`src/rtl/led_pattern_gen.sv`:
```
// led_pattern_gen
//   Multi-channel LED pattern generator. Each channel holds a 2-bit mode
//   (0 OFF, 1 ON, 2 BLINK, 3 BREATHE) and a tick divider. Channels are
//   programmed one at a time through a valid/ready write port. After each
//   accepted write the port is not ready for one cycle.
//
//   Optional feature macro: LED_PATTERN_BREATHE_EN
//     defined   -> shared PWM counter plus per-channel duty ramp; mode 3 breathes
//     undefined -> no PWM/duty logic; mode 3 behaves exactly like BLINK
//
// Ports
//   clk        in   clock, rising edge
//   rst        in   synchronous active-high reset
//   cfg_valid  in   write request
//   cfg_ready  out  write can be accepted this cycle
//   cfg_chan   in   [CH_W]   target channel (>= CHANNELS: accepted, ignored)
//   cfg_mode   in   [2]      mode for the target channel
//   cfg_div    in   [DIV_W]  tick period in cycles, minus one
//   led        out  [CHANNELS] registered LED drives

module led_pattern_gen #(
    parameter int CHANNELS = 3,
    parameter int CH_W     = 2,
    parameter int DIV_W    = 16,
    parameter int PWM_W    = 8
) (
    input  logic                clk,
    input  logic                rst,
    input  logic                cfg_valid,
    output logic                cfg_ready,
    input  logic [CH_W-1:0]     cfg_chan,
    input  logic [1:0]          cfg_mode,
    input  logic [DIV_W-1:0]    cfg_div,
    output logic [CHANNELS-1:0] led
);

    localparam logic [1:0] MODE_OFF     = 2'd0;
    localparam logic [1:0] MODE_ON      = 2'd1;
    localparam logic [1:0] MODE_BLINK   = 2'd2;
    localparam logic [1:0] MODE_BREATHE = 2'd3;

    // An illegal parameter set leaves the write port permanently not-ready,
    // so a bad instantiation shows up at the first configuration attempt.
    localparam bit CFG_OK = (CHANNELS >= 1) && (CHANNELS <= 16) &&
                            ((2 ** CH_W) >= CHANNELS) &&
                            (DIV_W >= 1) && (PWM_W >= 1);

    logic                ready_q;
    logic                accept;
    logic [CHANNELS-1:0] led_next;
    logic [CHANNELS-1:0] led_q;

    assign cfg_ready = ready_q & CFG_OK;
    assign accept    = cfg_valid & cfg_ready;
    assign led       = led_q;

    always_ff @(posedge clk) begin
        if (rst) begin
            ready_q <= 1'b0;
        end else begin
            ready_q <= ~accept;
        end
    end

`ifdef LED_PATTERN_BREATHE_EN
    localparam logic [PWM_W-1:0] DUTY_MAX = '1;

    logic [PWM_W-1:0] pwm_q;

    always_ff @(posedge clk) begin
        if (rst) begin
            pwm_q <= '0;
        end else begin
            pwm_q <= pwm_q + PWM_W'(1);
        end
    end
`endif

    for (genvar i = 0; i < CHANNELS; i++) begin : g_ch
        logic [1:0]       mode_q;
        logic [DIV_W-1:0] div_q;
        logic [DIV_W-1:0] cnt_q;
        logic             phase_q;
        logic             wr_hit;
        logic             tick;

        // Out-of-range channel numbers match no generate instance, so such
        // writes complete the handshake without touching any channel.
        assign wr_hit = accept && (cfg_chan == CH_W'(i));
        assign tick   = (cnt_q == div_q);

        always_ff @(posedge clk) begin
            if (rst) begin
                mode_q  <= MODE_OFF;
                div_q   <= '0;
                cnt_q   <= '0;
                phase_q <= 1'b0;
            end else if (wr_hit) begin
                mode_q  <= cfg_mode;
                div_q   <= cfg_div;
                cnt_q   <= '0;
                phase_q <= 1'b1;
            end else if (tick) begin
                cnt_q   <= '0;
                phase_q <= ~phase_q;
            end else begin
                cnt_q   <= cnt_q + DIV_W'(1);
            end
        end

`ifdef LED_PATTERN_BREATHE_EN
        logic [PWM_W-1:0] duty_q;
        logic [PWM_W-1:0] duty_step;
        logic             dir_down_q;

        assign duty_step = dir_down_q ? (duty_q - PWM_W'(1)) : (duty_q + PWM_W'(1));

        // Direction flips on the tick that lands on an end value, so the ramp
        // turns around without ever wrapping.
        always_ff @(posedge clk) begin
            if (rst) begin
                duty_q     <= '0;
                dir_down_q <= 1'b0;
            end else if (wr_hit) begin
                duty_q     <= '0;
                dir_down_q <= 1'b0;
            end else if (tick) begin
                duty_q <= duty_step;
                if (duty_step == DUTY_MAX) begin
                    dir_down_q <= 1'b1;
                end else if (duty_step == '0) begin
                    dir_down_q <= 1'b0;
                end
            end
        end

        assign led_next[i] = (mode_q == MODE_ON)      ? 1'b1 :
                             (mode_q == MODE_BLINK)   ? phase_q :
                             (mode_q == MODE_BREATHE) ? (pwm_q < duty_q) :
                                                        1'b0;
`else
        assign led_next[i] = (mode_q == MODE_ON)      ? 1'b1 :
                             (mode_q == MODE_BLINK)   ? phase_q :
                             (mode_q == MODE_BREATHE) ? phase_q :
                                                        1'b0;
`endif
    end

    always_ff @(posedge clk) begin
        if (rst) begin
            led_q <= '0;
        end else begin
            led_q <= led_next;
        end
    end

endmodule

```
`config.mk`:
```
export PLATFORM = sky130hd
export DESIGN_NAME = led_pattern_gen
export DESIGN_NICKNAME = d
export VERILOG_FILES = /design/src/rtl/led_pattern_gen.sv
export SDC_FILE = /design/constraint.sdc
export NUM_CORES = 1
export LEC_CHECK = 0
export ABC_AREA = 1
export CORE_MARGIN = 1.5
export CORE_UTILIZATION = 35
export DETAILED_ROUTE_END_ITERATION = 10
export PLACE_DENSITY_LB_ADDON = 0.2
export SYNTH_ARGS = -nofsm -noshare
export SYNTH_HDL_FRONTEND = slang
export SYNTH_SLANG_ARGS = --single-unit
export TNS_END_PERCENT = 5
```
`constraint.sdc`:
```
create_clock -name clk -period 3.6 [get_ports clk]
set_input_delay 0.72 -clock clk [delete_from_list [all_inputs] [get_ports clk]]
set_output_delay 0.72 -clock clk [all_outputs]
set_load 0.005 [all_outputs]
```
After elaboration in Yosys (flattened, before gate mapping)
Cells that the tools add are included.
{"block": "totals", "out_inout_bits": 4, "latchBits": 0, "mem_bits_rw": 0, "ff_bits": 109, "mem_bits_ro": 0, "n_memories": 0, "in_bits": 23, "elab_cells": 61}
{"block": "classes", "mux": 15, "magnitude_cmp": 0, "eq_ne": 14, "shifts": 0, "mul": 0, "bitwise": 5, "n_addsub": 3, "n_reduce_logical": 10, "div_mod_pow": 0}
{"op": "$add A16 B1 Y16 const B", "count": 3}
{"op": "$eq A16 B16 Y1", "count": 3}
{"op": "$mux W1", "count": 15}
{"op": "$eq A2 B2 Y1 const B", "count": 7}
{"op": "$reduce_or A3 Y1", "count": 3}
{"op": "$eq A2 B1 Y1 const B", "count": 4}
{"op": "$reduce_bool A2 Y1", "count": 3}
{"op": "$not A1 Y1", "count": 4}
{"op": "$logic_and A1 B1 Y1", "count": 3}
{"op": "$logic_not A2 Y1", "count": 1}
{"op": "$and A1 B1 Y1", "count": 1}

Longest topological paths before layout
{"block": "depth", "word_depth": 4, "depth_mapped": 11, "ltp_nobuf": 11}

Least setup slack after synthesis
Ideal clock, no wire load.
{"block": "synth_path", "kind": "input -> register", "start": "input port cfg_valid", "end": "register g_ch[0].div_q[13]", "t_arrival_ps": 1556, "path_stages": 6, "path_slack_ps": 1915, "setup_time_ps": 128, "path_buffers": 1, "required_time_ps": 3472, "cell_sequence": "nand2_1 nor3_1 inv_2 clkbuf_1 o21ai_0 a21oi_1"}
{"block": "synth_via", "elab_chain_len": 2}
{"element": "start, declared", "line_no": "29", "text": "input logic cfg_valid,"}
{"element": "$and A1 B1 Y1", "line_no": "54", "text": "assign accept = cfg_valid & cfg_ready;"}
{"element": "$logic_and A1 B1 Y1", "line_no": "89", "text": "assign wr_hit = accept && (cfg_chan == CH_W'(i));"}
{"element": "end signal, assigned", "line_no": "100", "text": "div_q <= cfg_div;"}
{"element": "end, declared", "line_no": "81", "text": "logic [DIV_W-1:0] div_q;"}
No other way between the ends.
A chain may end at the register's enable or synchronous reset.

Worst setup path after layout
{"block": "layout_path", "start": "input port cfg_valid", "end": "register g_ch[2].phase_q"}
{"block": "layout_via", "elab_chain_len": 3, "elab_cells_between_ends": 4, "cone_classes": "mux (1); bitwise (1); reduce/logical (2)"}
{"element": "$and A1 B1 Y1 *", "line_no": "54"}
{"element": "$logic_and A1 B1 Y1 *", "line_no": "89"}
{"element": "$mux W1 or $reduce_bool A2 Y1 (tied branches)"}
{"element": "end signal, assigned", "line_no": "105", "text": "phase_q <= ~phase_q;"}
{"element": "end, declared", "line_no": "83", "text": "logic phase_q;"}
Mark *: on every way between the ends. The rest lies on a longest branch, timed or not.

==> impl_metrics.env <==
export IMPL_fmax_mhz=440.6
export IMPL_p_int_mw=2.014
export IMPL_die_h_um=123.6
export IMPL_drt_pass1_iter_count=5
export IMPL_numClockSinks=109
export IMPL_finalCritPeriodShare=0.6305
export IMPL_grt_pass1_wl_um=18490
export IMPL_rr_worst_depth=9
export IMPL_p_sw_frac=0.2461
export IMPL_synth_area_leader_cell="dfxtp_1"
export IMPL_ff2ff_setup_slack_ns=1.79
export IMPL_rsz0062_at_grt="false"
export IMPL_portBuffers=26
export IMPL_setup_violations=0
export IMPL_synth_top_cells_by_area="dfxtp_1 (43%), nand2_1 (11%), nor2_1 (9.7%)"
export IMPL_start_util=0.3624
export IMPL_hold_viol_final=0
export IMPL_ir_drop_mv=0.3283
export IMPL_cts_buffers=9
export IMPL_pwr_share_clk=0.407
export IMPL_dp_hpwl_um=8343
export IMPL_r2r_start="cfg_ready$_SDFF_PP0_"
export IMPL_tightest_slew_ns=0.6051
export IMPL_ant_nets=0
export IMPL_synth_edf_count=0
export IMPL_drive_gt1_frac=0.06032
export IMPL_clock_skew_ns=0.005953
export IMPL_holdPathStages=2
export IMPL_wl_um=11210
export IMPL_fin_setup_tns_ns=0
export IMPL_first_iter_violations=194
export IMPL_syn_area_um2=5089
export IMPL_crit_type="primary input to register"
export IMPL_ys_seq_area_frac=0.4288
export IMPL_min_period_ns=2.270
export IMPL_p_leak_nw=2.325
export IMPL_grt_max_degree=37
export IMPL_ys_top_cells_by_count="nand2_1 (144), nor2_1 (131), dfxtp_1 (109)"
export IMPL_relSlewSlack=0.5941
export IMPL_ys_ff_latch=109
export IMPL_syn2layout_area_growth_pct=14.41
export IMPL_critical_path_peak_fanout=21
export IMPL_path_clk_slew_ns=0.07
export IMPL_placeableCoreArea_um2=14040
export IMPL_cts_tree="yes"
export IMPL_synth_top_cell_area_share=0.4288
export IMPL_htree_levels=3
export IMPL_drv_slew=0
export IMPL_comb_power_share=0.111
export IMPL_row_count=43
export IMPL_p_seq_frac=0.482
export IMPL_status="completed"
export IMPL_avgSynthCellArea_um2=7.068
export IMPL_arrival_ns=2.51
export IMPL_powerDensity_nw_per_um2=458.8
export IMPL_async_reset_ff_frac=0
export IMPL_cts_max_path_buffers=2
export IMPL_track_usage=0.1576
export IMPL_avgRoutedWirePerCell_um=12.10
export IMPL_p_sw_uw=657.3
export IMPL_final_area_um2=5822
export IMPL_drc=0
export IMPL_r2r_end="g_ch[2].phase_q$_SDFFE_PP0P_"
export IMPL_synthCells=720
export IMPL_grt_overflow_total=0
export IMPL_root_buffer="clkbuf_16"
export IMPL_first_global_vias=3926
export IMPL_synth_nets=746
export IMPL_cts_resized=0
export IMPL_yosysWarningCount=0
export IMPL_hp_start="g_ch[0].div_q[6]$_SDFFE_PP0P_"
export IMPL_final_nets=767
export IMPL_hold_path_class="register to register"
export IMPL_place_gp_congestion=0.8343
export IMPL_num_antenna_cells=0
export IMPL_cts_hold_buf=0
export IMPL_required_ns=3.84
export IMPL_crit_path_end_kind="register"
export IMPL_synthFlopType="dfxtp_1"
export IMPL_dr_total_vias=4244
export IMPL_clk_insertion_delay_late_ns=0.35
export IMPL_crit_start="cfg_valid"
export IMPL_synth_most_common_cell="nand2_1"
export IMPL_io_pins=27
export IMPL_max_cap_violations=0
export IMPL_dieArea_um2=15270
export IMPL_antenna_found_initial=0
export IMPL_whs_endpoint="g_ch[0].div_q[6]$_SDFFE_PP0P_"
export IMPL_viasPerCell=4.583
export IMPL_postCtsSetupRepairBufs=0
export IMPL_place_area_um2=5494
export IMPL_start_kind="primary input"
export IMPL_timing_hold_ws_ns=0.4638
export IMPL_synthDistinctLibCells=29
export IMPL_die_width_um=123.6
## worst max path at each step
stage | to | slack (ns)
after floorplan | g_ch[0].div_q[13]$_SDFFE_PP0P_ | 1.92
after global placement | g_ch[2].phase_q$_SDFFE_PP0P_ | 0.98
after detailed placement | g_ch[2].phase_q$_SDFFE_PP0P_ | 0.94
after CTS | g_ch[2].phase_q$_SDFFE_PP0P_ | 1.32
after global routing | g_ch[2].phase_q$_SDFFE_PP0P_ | 1.14
final | g_ch[2].phase_q$_SDFFE_PP0P_ | 1.33
## cell type report
class / instances / area [um2]
clock buffers: 13 / 260.3
multi-input cells: 490 / 2421
well taps: 180 / 225.2
clock inverters: 3 / 67.56
fillers: 1501 / 8220
inverters: 102 / 382.9
repair buffers: 29 / 282.8
flip-flops and latches: 109 / 2182
## state kept, by name (all words and copies together) (netlist names)
signal,cells
g_ch.cnt_q,48
cfg_ready,1
g_ch.mode_q,6
g_ch.phase_q,3
g_ch.div_q,48
led,3
## cell families (layout without fill, tap and decap cells)
| group | count (synthesis) | after routing | synth area share |
|---|---|---|---|
| simple gates | 340 | 340 | 0.2904 |
| fa+ha+maj | 3 | 3 | 0.007377 |
| buf+inv | 121 | 147 | 0.09540 |
| flops | 109 | 109 | 0.4288 |
| compound gates | 102 | 102 | 0.1006 |
| xor+xnor | 45 | 45 | 0.07745 |
## layer usage
metal / GRT usage / part of all wire / wire length, um
met1: 0.1941 / 0.47 / 5232
met2: 0.2715 / 0.47 / 5322
met3: 0.04579 / 0.045 / 503
met4: 0.03807 / 0.013 / 151
met5: 0 / 0 / 0
## cells in the final DEF (no fill, tap or decap), drive strengths merged
cell           count
a21oi             39
a31oi              1
buf                3
bufinv             2
clkbuf            13
clkdlybuf4s50     26
clkinv             2
clkinvlp           1
dfxtp            109
ha                 3
inv              100
nand2            148
nand3             19
nand4             12
nor2             138
nor3              22
o21ai             62
or3                1
xnor2              8
xor2              37
## stage by stage
step                worst slack, ns  std cells  power (mW)    util
floorplan                     1.915        720       1.533       -
global placement             0.9793        910       1.610  0.3913
detailed placement           0.9437        910       1.617  0.3913
CTS                           1.320        926       2.712  0.4146
global route                  1.142        926       2.815  0.4146
finish                        1.330        926       2.671  0.4146
## power groups by stage
stage | sequential [mW] | clock [mW] | combinational (mW)
global placement | 1.32 | 0 | 0.294
detailed placement | 1.32 | 0 | 0.301
global route | 1.29 | 1.18 | 0.337
finish | 1.29 | 1.09 | 0.295
floorplan | 1.31 | 0 | 0.224
CTS | 1.29 | 1.12 | 0.302
## critical path, stage by stage
cell             delay (ns)
clkdlybuf4s50_1        0.40
nand2_1                0.12
inv_1                  0.06
nand3_1                0.06
buf_4                  0.23
clkinv_1               0.43
nor2_1                 0.26
nand3_1                0.10
nand2_1                0.06
nor2_1                 0.06
(Power assumes the default switching activity.)
